## src/rtl/tests_pkg.sv

```systemverilog
// Shared types and defaults for the random-stall test slice.
//   tests_stall_stat_t      : statistics snapshot {stall_cnt, xfer_cnt}
//   TESTS_CNT_WIDTH_DEFAULT : default width of the statistics counters
package tests_pkg;

    localparam int unsigned TESTS_CNT_WIDTH_DEFAULT = 32;

    typedef struct packed {
        logic [TESTS_CNT_WIDTH_DEFAULT-1:0] stall_cnt;
        logic [TESTS_CNT_WIDTH_DEFAULT-1:0] xfer_cnt;
    } tests_stall_stat_t;

endpackage

```

## src/rtl/tests_sync_fifo.sv

```systemverilog
// Synchronous FIFO with registered occupancy and full/empty flags. No bypass:
// a written entry becomes visible at the head one cycle later.
//   clk, rst     : clock, synchronous active-high reset (control state only)
//   push_i       : write wdata_i at the tail (caller guarantees !full_o)
//   pop_i        : drop the head entry (caller guarantees !empty_o)
//   rdata_o      : current head entry
//   occupancy_o  : number of valid entries
//   full_o       : occupancy == DEPTH
//   empty_o      : occupancy == 0
module tests_sync_fifo
    import tests_pkg::*;
#(
    parameter int unsigned DATA_WIDTH = 32,
    parameter int unsigned DEPTH      = 2
) (
    input  logic                       clk,
    input  logic                       rst,
    input  logic                       push_i,
    input  logic                       pop_i,
    input  logic [DATA_WIDTH-1:0]      wdata_i,
    output logic [DATA_WIDTH-1:0]      rdata_o,
    output logic [$clog2(DEPTH):0]     occupancy_o,
    output logic                       full_o,
    output logic                       empty_o
);

    localparam int unsigned PtrW = $clog2(DEPTH);
    localparam int unsigned OccW = PtrW + 1;

    logic [DATA_WIDTH-1:0] mem_q [DEPTH];
    logic [PtrW-1:0]       wr_ptr_q, wr_ptr_d;
    logic [PtrW-1:0]       rd_ptr_q, rd_ptr_d;
    logic [OccW-1:0]       occ_q, occ_d;

    // Pointers wrap naturally because DEPTH is a power of two.
    always_comb begin
        wr_ptr_d = wr_ptr_q;
        rd_ptr_d = rd_ptr_q;
        occ_d    = occ_q;
        if (push_i) wr_ptr_d = wr_ptr_q + PtrW'(1);
        if (pop_i)  rd_ptr_d = rd_ptr_q + PtrW'(1);
        unique case ({push_i, pop_i})
            2'b10:   occ_d = occ_q + OccW'(1);
            2'b01:   occ_d = occ_q - OccW'(1);
            default: occ_d = occ_q;
        endcase
    end

    always_ff @(posedge clk) begin
        if (rst) begin
            wr_ptr_q <= '0;
            rd_ptr_q <= '0;
            occ_q    <= '0;
        end else begin
            wr_ptr_q <= wr_ptr_d;
            rd_ptr_q <= rd_ptr_d;
            occ_q    <= occ_d;
        end
    end

    // Storage is deliberately not reset.
    always_ff @(posedge clk) begin
        if (push_i) mem_q[wr_ptr_q] <= wdata_i;
    end

    assign rdata_o     = mem_q[rd_ptr_q];
    assign occupancy_o = occ_q;
    assign full_o      = (occ_q == OccW'(DEPTH));
    assign empty_o     = (occ_q == '0);

    a_no_push_full: assert property (@(posedge clk) disable iff (rst) !(push_i && full_o));
    a_no_pop_empty: assert property (@(posedge clk) disable iff (rst) !(pop_i && empty_o));
    a_occ_bound:    assert property (@(posedge clk) disable iff (rst) occ_q <= OccW'(DEPTH));

endmodule

```

## src/rtl/tests_stall_slice.sv

```systemverilog
// Test-only valid/ready slice that injects bubbles on the downstream side when
// stall_i is asserted, buffering beats in a small FIFO. Exports stall/transfer stats.
//   clk, rst      : clock, synchronous active-high reset
//   stall_i       : bubble request from the random-stall generator
//   s_valid_i/s_ready_o/s_data_i : upstream channel
//   m_valid_o/m_ready_i/m_data_o : downstream channel (m_data_o is the FIFO head)
//   occupancy_o   : valid entries held
//   stall_cnt_o   : injected bubble cycles, saturating
//   xfer_cnt_o    : downstream handshakes, wrapping
module tests_stall_slice
    import tests_pkg::*;
#(
    parameter int unsigned DATA_WIDTH = 32,
    parameter int unsigned DEPTH      = 2,
    parameter int unsigned CNT_WIDTH  = TESTS_CNT_WIDTH_DEFAULT
) (
    input  logic                   clk,
    input  logic                   rst,
    input  logic                   stall_i,
    input  logic                   s_valid_i,
    output logic                   s_ready_o,
    input  logic [DATA_WIDTH-1:0]  s_data_i,
    output logic                   m_valid_o,
    input  logic                   m_ready_i,
    output logic [DATA_WIDTH-1:0]  m_data_o,
    output logic [$clog2(DEPTH):0] occupancy_o,
    output logic [CNT_WIDTH-1:0]   stall_cnt_o,
    output logic [CNT_WIDTH-1:0]   xfer_cnt_o
);

    logic                 full, empty, push, pop, bubble;
    logic                 hold_q, hold_d;
    logic [CNT_WIDTH-1:0] stall_cnt_q, stall_cnt_d;
    logic [CNT_WIDTH-1:0] xfer_cnt_q, xfer_cnt_d;

    tests_sync_fifo #(
        .DATA_WIDTH (DATA_WIDTH),
        .DEPTH      (DEPTH)
    ) u_fifo (
        .clk         (clk),
        .rst         (rst),
        .push_i      (push),
        .pop_i       (pop),
        .wdata_i     (s_data_i),
        .rdata_o     (m_data_o),
        .occupancy_o (occupancy_o),
        .full_o      (full),
        .empty_o     (empty)
    );

    always_comb begin
        // A full FIFO refuses a push even if a pop happens in the same cycle.
        s_ready_o = !full && !rst;
        // Once offered, valid is held until accepted; a late stall cannot retract it.
        m_valid_o = !empty && (!stall_i || hold_q) && !rst;
        push      = s_valid_i && s_ready_o;
        pop       = m_valid_o && m_ready_i;
        bubble    = !empty && stall_i && !hold_q;

        hold_d = hold_q;
        if (pop)                          hold_d = 1'b0;
        else if (m_valid_o && !m_ready_i) hold_d = 1'b1;

        stall_cnt_d = stall_cnt_q;
        if (bubble && (stall_cnt_q != '1)) stall_cnt_d = stall_cnt_q + CNT_WIDTH'(1);

        xfer_cnt_d = xfer_cnt_q + CNT_WIDTH'(pop);
    end

    always_ff @(posedge clk) begin
        if (rst) begin
            hold_q      <= 1'b0;
            stall_cnt_q <= '0;
            xfer_cnt_q  <= '0;
        end else begin
            hold_q      <= hold_d;
            stall_cnt_q <= stall_cnt_d;
            xfer_cnt_q  <= xfer_cnt_d;
        end
    end

    assign stall_cnt_o = stall_cnt_q;
    assign xfer_cnt_o  = xfer_cnt_q;

    a_offer_stable: assert property (@(posedge clk) disable iff (rst)
        (m_valid_o && !m_ready_i) |=> (m_valid_o && $stable(m_data_o)));

endmodule

```

## config.mk

```make
export PLATFORM = sky130hd
export DESIGN_NAME = tests_stall_slice
export DESIGN_NICKNAME = d
export VERILOG_FILES = /design/src/rtl/tests_pkg.sv /design/src/rtl/tests_sync_fifo.sv /design/src/rtl/tests_stall_slice.sv
export SDC_FILE = /design/constraint.sdc
export NUM_CORES = 1
export LEC_CHECK = 0
export BUFFER_PORTS_ARGS = -buffer_cell sky130_fd_sc_hd__buf_2
export CAP_MARGIN = 20
export CORE_MARGIN = 1
export CORE_UTILIZATION = 57
export CTS_BUF_LIST = sky130_fd_sc_hd__clkbuf_16
export CTS_CLUSTER_DIAMETER = 150
export CTS_CLUSTER_SIZE = 24
export DETAILED_ROUTE_END_ITERATION = 16
export PLACE_DENSITY = 0.9
export SETUP_SLACK_MARGIN = 0.3
export SLEW_MARGIN = 20
export SYNTH_ARGS = -nofsm -noshare
export SYNTH_HDL_FRONTEND = slang
export SYNTH_SLANG_ARGS = --single-unit
```

## constraint.sdc

```tcl
create_clock -name clk -period 5.5 [get_ports clk]
set_input_delay 0.55 -clock clk [delete_from_list [all_inputs] [get_ports clk]]
set_output_delay 0.55 -clock clk [all_outputs]
set_load 0.02 [all_outputs]
```

* After elaboration in Yosys (flattened, before gate mapping)
Memory sizes are Yosys's and may differ from the RTL's. A register that Yosys moved wholly into a read port is not among the register bits.
Index checks and enable logic that the tools add are counted.
** Word-level totals
- Memories :: 1
- Logic and storage cells :: 41
- Input bits :: 37
- Output and inout bits :: 100
- Memory bits (writable) :: 64
- Register bits :: 69
** Memories
- u_fifo.mem_q :: depth 2, bits a word 32, read ports 1, clocked after memory_dff 1, wr ports 1, line tests_sync_fifo.sv:30 : logic [DATA_WIDTH-1:0] mem_q [DEPTH];
** Cells by class
- Mux-type cells :: 5
- Reduce and logical (&&, ||, !) cells :: 19
- Eq/ne operators :: 4
- Add/sub/neg operators :: 6
** Operators with widths (number)
- adder 32 x 1 -> 32 bit :: 1
- adder 32 x 1 -> 32 bit, second input constant :: 1
- inequality test 32 bit, second input constant :: 1
- logical AND 1 bit :: 9
- logical NOT 1 bit :: 6
- equality test 2 bit, second input constant :: 2
- 2-to-1 mux 1 bit :: 4
- case mux 2 bit (2 select lines) :: 1
- adder 1 bit, second input constant :: 2
- adder 2 x 1 -> 2 bit, second input constant :: 1
- equality test 2 x 1 -> 1 bit, second input constant :: 1
- logical NOT 2 bit :: 1
- nonzero test 2 bit :: 1
- OR reduction 2 bit :: 1
- subtractor 2 x 1 -> 2 bit, second input constant :: 1
- logical OR 1 bit :: 1

* Depth between registers and ports, before layout
Gate-level depths: netlist of run 1.
- Depth after elaboration :: 7
- Depth in mapped cells :: 10

* By module
From an unflattened synthesis of run 1, not the netlist that was laid out.
** Second synthesis, totals
- Cells, all modules :: 490
- Area, all modules :: 5731.7 µm²
** Modules (own cells, without submodules)
- tests_stall_slice :: sequential area each 1301.2 µm², times used 1, cells an instance 368, area each 3218.1 µm²
- tests_sync_fifo :: sequential area each 2021.9 µm², times used 1, cells an instance 122, area each 2513.7 µm²

* Worst setup path before layout of run 1
Ideal clock, no wire load.
- Path type :: input to register
- Start point :: in rst
- End point :: reg xfer_cnt_q[20] (netlist: xfer_cnt_o[20])
- Data arrival time :: 3199 ps
- Path buffers :: 1
- Setup time :: 128 ps
- Stages :: 10
- Slack :: 2173 ps
- Cell sequence :: clkbuf_1 -> nor3_1 -> and2_1 -> ha_1 -> ha_1 -> nand4_1 -> nor4_1 -> nand4_1 -> xor2_1 -> nor2_1
** Between the ends
- Cells in the longest elaborated chain, start to end :: 4
** Ends and longest elaborated chain
- start: declaration :: line tests_stall_slice.sv:18 : input logic rst,
- logical NOT 1 bit :: line tests_stall_slice.sv:55 : m_valid_o = !empty && (!stall_i || hold_q) && !rst;
- logical AND 1 bit :: line tests_stall_slice.sv:55
- via m_valid_o :: line tests_stall_slice.sv:23 : output logic m_valid_o,
- logical AND 1 bit :: line tests_stall_slice.sv:57 : pop = m_valid_o && m_ready_i;
- via pop :: line tests_stall_slice.sv:31 : logic full, empty, push, pop, bubble;
- adder 32 x 1 -> 32 bit :: line tests_stall_slice.sv:67 : xfer_cnt_d = xfer_cnt_q + CNT_WIDTH'(pop);
- end signal: assignment :: line tests_stall_slice.sv:78 : xfer_cnt_q <= xfer_cnt_d;
- end: declaration :: line tests_stall_slice.sv:34 : logic [CNT_WIDTH-1:0] xfer_cnt_q, xfer_cnt_d;
The timed path passes the listed nets, and every way through them passes these cells.
A chain may end at the register's enable or synchronous reset.

* Final worst setup path of run 1
- Start point :: reg u_fifo.occ_q[0] (netlist: u_fifo.occupancy_o[0])
- End point :: reg xfer_cnt_q[26] (netlist: xfer_cnt_o[26])
** Between the ends
- Cells in the longest elaborated chain, start to end :: 6
** Ends and longest elaborated chain
- start: declaration :: line tests_sync_fifo.sv:33 : logic [OccW-1:0] occ_q, occ_d;
- start signal: assignment :: line tests_sync_fifo.sv:53 : occ_q <= '0;
- start signal: assignment :: line tests_sync_fifo.sv:57 : occ_q <= occ_d;
- logical NOT 2 bit :: line tests_sync_fifo.sv:69 : assign empty_o = (occ_q == '0);
- logical NOT 1 bit :: line tests_stall_slice.sv:55
- logical AND 1 bit (2 in a row) :: line tests_stall_slice.sv:55
- logical AND 1 bit :: line tests_stall_slice.sv:57
- via pop :: line tests_stall_slice.sv:31
- adder 32 x 1 -> 32 bit :: line tests_stall_slice.sv:67
The timed path passes the listed nets, and every way through them passes these cells.

==> results of run 1 <==
worst min path at each step:
| stage | from | end | slack (ps) | cells past startpoint |
|---|---|---|---|---|
| 2_1_floorplan | hold_q$_SDFFE_PP0P_ | hold_q$_SDFFE_PP0P_ | 470 | 2 |
| 3_3_place_gp | xfer_cnt_o[31]$_SDFF_PP0_ | xfer_cnt_o[31]$_SDFF_PP0_ | 470 | 2 |
| 3_5_place_dp | hold_q$_SDFFE_PP0P_ | hold_q$_SDFFE_PP0P_ | 490 | 2 |
| 4_1_cts | s_data_i[23] | u_fifo.mem_q[1][23]$_DFFE_PP_ | 320 | 1 |
| 5_1_grt | s_data_i[20] | u_fifo.mem_q[1][20]$_DFFE_PP_ | 320 | 1 |
| 6_report | s_data_i[16] | u_fifo.mem_q[0][16]$_DFFE_PP_ | 340 | 1 |
layout make-up:
class	instances	share of cell area, %
Clock inverter	15	2.12
Inverter	6	0.327
Clock buffer	17	6.17
Sequential cell	134	48.2
Multi-Input combinational cell	321	30.4
Tap cell	129	2.34
Timing Repair Buffer	142	10.5
layer usage:
metal	GRT usage (%)	vias up	routed length [um]
li1	-	2065	-
met1	31.1	2051	5090
met2	40.2	166	5980
met3	5.29	10	779
met4	7.13	0	81
met5	0	-	0
sequential cells by signal (all words and copies together), names as in the netlist, named ones only:
signal              flops
u_fifo.occupancy_o      2
xfer_cnt_o             32
u_fifo.rd_ptr_q         1
hold_q                  1
u_fifo.mem_q           64
u_fifo.wr_ptr_q         1
stall_cnt_o            32
report_power, final:
group | internal [uW] | switching [uW] | leakage (uW)
clock network | 633 | 436 | 0.000281
logic | 45.2 | 77.4 | 0.00122
registers | 1070 | 8.72 | 0.00115
cell usage in the layout, fill, tap and decap left out, types with 7 or more instances in the layout:
| master | instances |
|---|---|
| xnor2_1 | 10 |
| xor2_1 | 26 |
| nor2_1 | 47 |
| or4_1 | 13 |
| or3_1 | 17 |
| o31ai_1 | 11 |
| nand3_1 | 23 |
| inv_1 | 7 |
| dfxtp_1 | 70 |
| mux2_2 | 33 |
| a21oi_1 | 31 |
| buf_2 | 137 |
| nand2_1 | 24 |
| nand4_1 | 22 |
| clkbuf_16 | 17 |
| edfxtp_1 | 64 |
| o21ai_0 | 17 |
kinds of logic after synthesis:
family,share of synthesized area [%]
AO/OA/AOI/OAI,6.40
XOR/XNOR,5.72
adder cells (fa/ha/maj),1.14
buffers and inverters,1.86
flip-flops,60.3
multiplexers,6.92
AND/OR/NAND/NOR,17.7
per-stage QoR:
step           util, %  setup WS (ps)  total power, uW
6_report          74.3           2530             2270
5_1_grt           74.3           2250             2350
4_1_cts           74.3           2530             2290
3_5_place_dp      68.1           2300             1220
3_3_place_gp      68.1           2160             1220
2_1_floorplan        -           2170             1180
==> metrics.txt, run 1 <==
# fillers 654; Syn-to-layout area delta 25.1%; DR pass1 iterations 5; crit share post-route 54.0%; smallest hold slack 344 ps; drt drc 0; final wirelength 11900 um; FMAX 337 MHz; r2r setup slk 2530 ps; leading area contributor after synthesis edfxtp_1; clock-pin slew on the worst setup and hold paths 60 ps; Ant. Diodes 0; DR WL/cell 15.6 um; Via density 5.62; R2R Path Start u_fifo.occupancy_o[0]$_SDFFE_PP0P_; run status finished, final reports clean; Syn Area/Cell 11.5 um2; cell count of the worst reg-to-reg path 11; Die Wd 100 um; Root Driver clkbuf_16; FF-to-FF End xfer_cnt_o[26]$_SDFF_PP0_; crit path launch u_fifo.occupancy_o[0]$_SDFFE_PP0P_; CP max stage delay 540 ps; Final setup violation count 0; area occupied by multi-input gates 2090 um2; storage element area 3320 um2; Global Route Usage Sum 23.9%; leakage power 0.00265 uW; Synth Flop Type dfxtp_1; Final Critical Period 2970 ps; pwr dens 329 nW/um2; clk buf depth 2; pin count of the biggest net entering global routing 73; crit end category flop; Yosys top cell area share 34.9%; # IOs 137; first-pass GRT wire length 18900 um; Yosys cell types 32; GP Congestion 0.794; Fin Clk Skew 11.5 ps; commonest cells in the netlist dfxtp_1 (70), edfxtp_1 (64), nor2_1 (48), mux2_2 (33), a21oi_1 (31); CP startpoint kind flop; dpl cells 732; worst vdd ir 0.222 mV; post-CTS resize count 0; net count reported at finish 664; delay-heaviest family, CP simple AND/OR/NAND/NOR gates; vias in the first global route 3986; Post-CTS Setup Inserts 0; Detail Placement HPWL 8110 um; RSZ-0062 raised after global routing no; Vias 4292; setup TNS 0 ps; register bit total from synthesis 134; Final Slew Violations 0; Placed Area 6320 um2; largest cells by area after synthesis edfxtp_1 (35%), dfxtp_1 (25%), mux2_2 (6.7%), xor2_1 (4.1%), nor2_1 (3.3%); Seq/Total Area, Yosys 60.3%; Stages on worst setup path 11; Crit-path slowest cell nor4_1; Post-Syn Instances 481; Worst setup endpoint xfer_cnt_o[26]$_SDFF_PP0_; EDFF count, synth 64; worst rel slew slack 43.8%; maximum fanout along the worst path 5; Setup CP Type reg2reg; final std cells w/o fill 764; htree depth 4; Worst-Margin Slew 835 ps; Post-Syn Area 5510 um2; initial drt markers 164; die height 100 um; worst path cell trace nor2_1 -> nor3_1 -> and2_1 -> ha_1 -> ha_1 -> nand4_1 -> nor4_1 -> buf_2 -> nand4_1 -> xor2_1 -> nor2_1; path category of the worst min-delay check in2reg; clk_lat worst skew 400 ps; row count 35; max cap viols 0; async set or reset register ratio after synthesis 0%; Crit path arrival time 3220 ps; clock sinks 134; cell with the most instances after synthesis dfxtp_1; final instance area 6900 um2; CTS tree built; Hold Fails Final Rpt 0; core area 9280 um2; antenna-violating nets left 0; CP Buf/Inv Count 1; Starting Density 59.4%; die area 10100 um2; Worst EP required 5750 ps; port buffer count 136; share of layout cells above drive strength 1 33.4%; Synthesized Nets 523; cts hold-fix bufs 0; total CTS buffers 17; global route overflow 0; initial antenna violation count 0; warnings from Yosys 0
No activity file was read; power rests on OpenSTA's default activity.
==> inputs of run 2 (changes only) <==
- CORE_UTILIZATION: 57 -> 53
- PLACE_DENSITY: 0.9 -> 0.84
- clock period: 5.5 -> 2.75 ns (I/O delays scaled with it)
==> run 2 against run 1 <==
Effect of this change: routed wire length is 1.8% higher; fmax up 26%; die area rose by 7.4%; largest power group is now the clock network; cell count grew 2.0%; design area up 3.8%; critical endpoint is now stall_cnt_o[28]$_SDFFE_PP0P_; global-route usage decreased by 1.5 points; first-iteration DRC count rose by 20%; worst hold slack lost 280 ps; sequential cell count did not move; critical path type unchanged.
==> metrics.txt, run 2 (synthesis results as in run 1) <==
final wirelength 12100 um (+1.8%); Starting Density 55.6% (-3.7 points); most frequent cells in the layout buf_2 (136), dfxtp_1 (68), edfxtp_1 (64), nor2_1 (46), mux2_2 (33); antenna-violating nets left 0 (unchanged); port buffer count 136 (unchanged); Reg with most FFs u_fifo.mem_q; CP Buf/Inv Count 0 (-1); Root Driver clkbuf_16; Syn-to-layout area delta 29.9%; CTS tree built; Detail Placement HPWL 7940 um (-2.1%); crit end category flop; path category of the worst min-delay check in2reg; Fin Clk Skew 14.4 ps (+2.88 ps); setup TNS 0 ps (unchanged); total CTS buffers 17 (unchanged); DR WL/cell 15.6 um (-0.17%); pwr dens 686 nW/um2 (+110%); CP startpoint kind flop; max cap viols 0 (unchanged); drt drc 0 (unchanged); clk_lat worst skew 410 ps (about the same); Hold Fails Final Rpt 0 (unchanged); Global Route Usage Sum 22.4% (-1.5 points); # fillers 678 (+3.7%); share of layout cells above drive strength 1 36.1% (+2.7 points); first-pass GRT wire length 19300 um (+2.3%); # IOs 137 (unchanged); vias in the first global route 4109 (+3.1%); most common cell after layout, fill and taps aside buf_2; total power 4910 uW (+120%); Post-Route Utilization 72.2% (-2.0 points); Ant. Diodes 0 (unchanged); worst rel slew slack 48.1% (+4.2 points); final instance area 7160 um2 (+3.8%); RSZ-0062 raised after global routing yes; worst vdd ir 0.490 mV (+120%); delay-heaviest family, CP simple AND/OR/NAND/NOR gates; global route overflow 0 (unchanged); leakage power 0.00276 uW (+4.2%); htree depth 4 (unchanged); Via density 5.51 (-2.0%); dpl cells 742 (+1.4%); initial drt markers 197 (+20%); Worst EP required 3080 ps (-2670 ps); clock sinks 134 (unchanged); FMAX 423 MHz (+26%); Largest register FFs 64 (unchanged); net count reported at finish 675 (+1.7%); Vias 4289 (-0.070%); initial antenna violation count 0 (unchanged); Worst-Margin Slew 772 ps (-62.8 ps); GP Congestion 0.816 (+2.7%); Placed Area 6420 um2 (+1.5%); Final Slew Violations 0 (unchanged); maximum fanout along the worst path 7 (+2); run status finished, final reports clean; final std cells w/o fill 779 (+2.0%); Die Wd 104 um (+3.6%); core area 9910 um2 (+6.7%); cts hold-fix bufs 0 (unchanged); crit share post-route 86.0% (+32 points); Final Critical Period 2370 ps (-606 ps); CP max stage delay 560 ps (+20 ps); Final setup violation count 0 (unchanged); Crit-path slowest cell or4b_4; pin count of the biggest net entering global routing 72 (-1.4%); row count 36 (+2.9%); die height 104 um (+3.6%); clock-pin slew on the worst setup and hold paths 60 ps (about the same); Setup CP Type reg2reg; worst path cell trace ha_1 -> nand3_2 -> or4b_4 -> or4_4 -> or3_1 -> a21oi_1; clk buf depth 2 (unchanged); die area 10800 um2 (+7.4%); Crit path arrival time 2690 ps (-530 ps); DR pass1 iterations 5 (unchanged)
==> run 2: cell types whose count changed in the layout (fill, tap and decap cells not counted), moves of 3 or more <==
| cell | previous run | this run |
|---|---|---|
| bufinv_16 | 1 | 6 |
| inv_6 | 3 | 0 |
| clkinv_4 | 6 | 2 |
| buf_4 | 5 | 16 |
==> run 2: timing repair <==
action | CTS | global route
setup buffers | 0 | 5
pin swaps | 1 | 4
gates resized for setup | 2 | 7
setup endpoints to repair | 7 | 9
==> run 2: layer usage <==
layer,track usage [%],vias to the layer above,wire length [um]
li1,-,2090,-
met1,27.8,2031,5210
met2,37.6,157,6090
met3,6.95,11,742
met4,6.53,0,99
met5,0,-,0
==> run 2: worst register-to-register path, stage by stage, from the launching register on <==
cell	delay [ps]
dfxtp_1	380
ha_1	240
nand3_2	140
or4b_4	560
or4_4	480
or3_1	330
a21oi_1	150
==> run 2: area by class of cell <==
class / instances / area [um2] / share of cell area, %
sequential: 134 / 3330 / 46.5
clock buffer: 17 / 425 / 5.94
timing repair buffer: 153 / 812 / 11.3
multi-input combinational: 321 / 2170 / 30.3
clock inverter: 15 / 235 / 3.29
tap: 133 / 166 / 2.32
inverter: 6 / 22.5 / 0.315
==> run 2: path summary, 6_finish.rpt <==
path                          startpoint                           end  slack (ps)  cells past startpoint
max          stall_cnt_o[0]$_SDFFE_PP0P_  stall_cnt_o[28]$_SDFFE_PP0P_         380                      6
min                          s_data_i[2]  u_fifo.mem_q[0][2]$_DFFE_PP_          60                      1
max reg2reg  stall_cnt_o[0]$_SDFFE_PP0P_  stall_cnt_o[28]$_SDFFE_PP0P_         380                      6
min reg2reg    xfer_cnt_o[31]$_SDFF_PP0_     xfer_cnt_o[31]$_SDFF_PP0_         490                      2
==> run 2: stage by stage <==
step           hold WS, ps  worst slack (ps)
5_1_grt               43.9               233
2_1_floorplan          374               301
3_3_place_gp           464               313
4_1_cts               47.0               313
3_5_place_dp           466               239
6_report              58.9               385
==> run 2: where the power goes <==
group	total, uW	switching (uW)	internal [uW]
combinational	258	162	95.9
sequential	2160	16.2	2140
clock	2490	805	1690
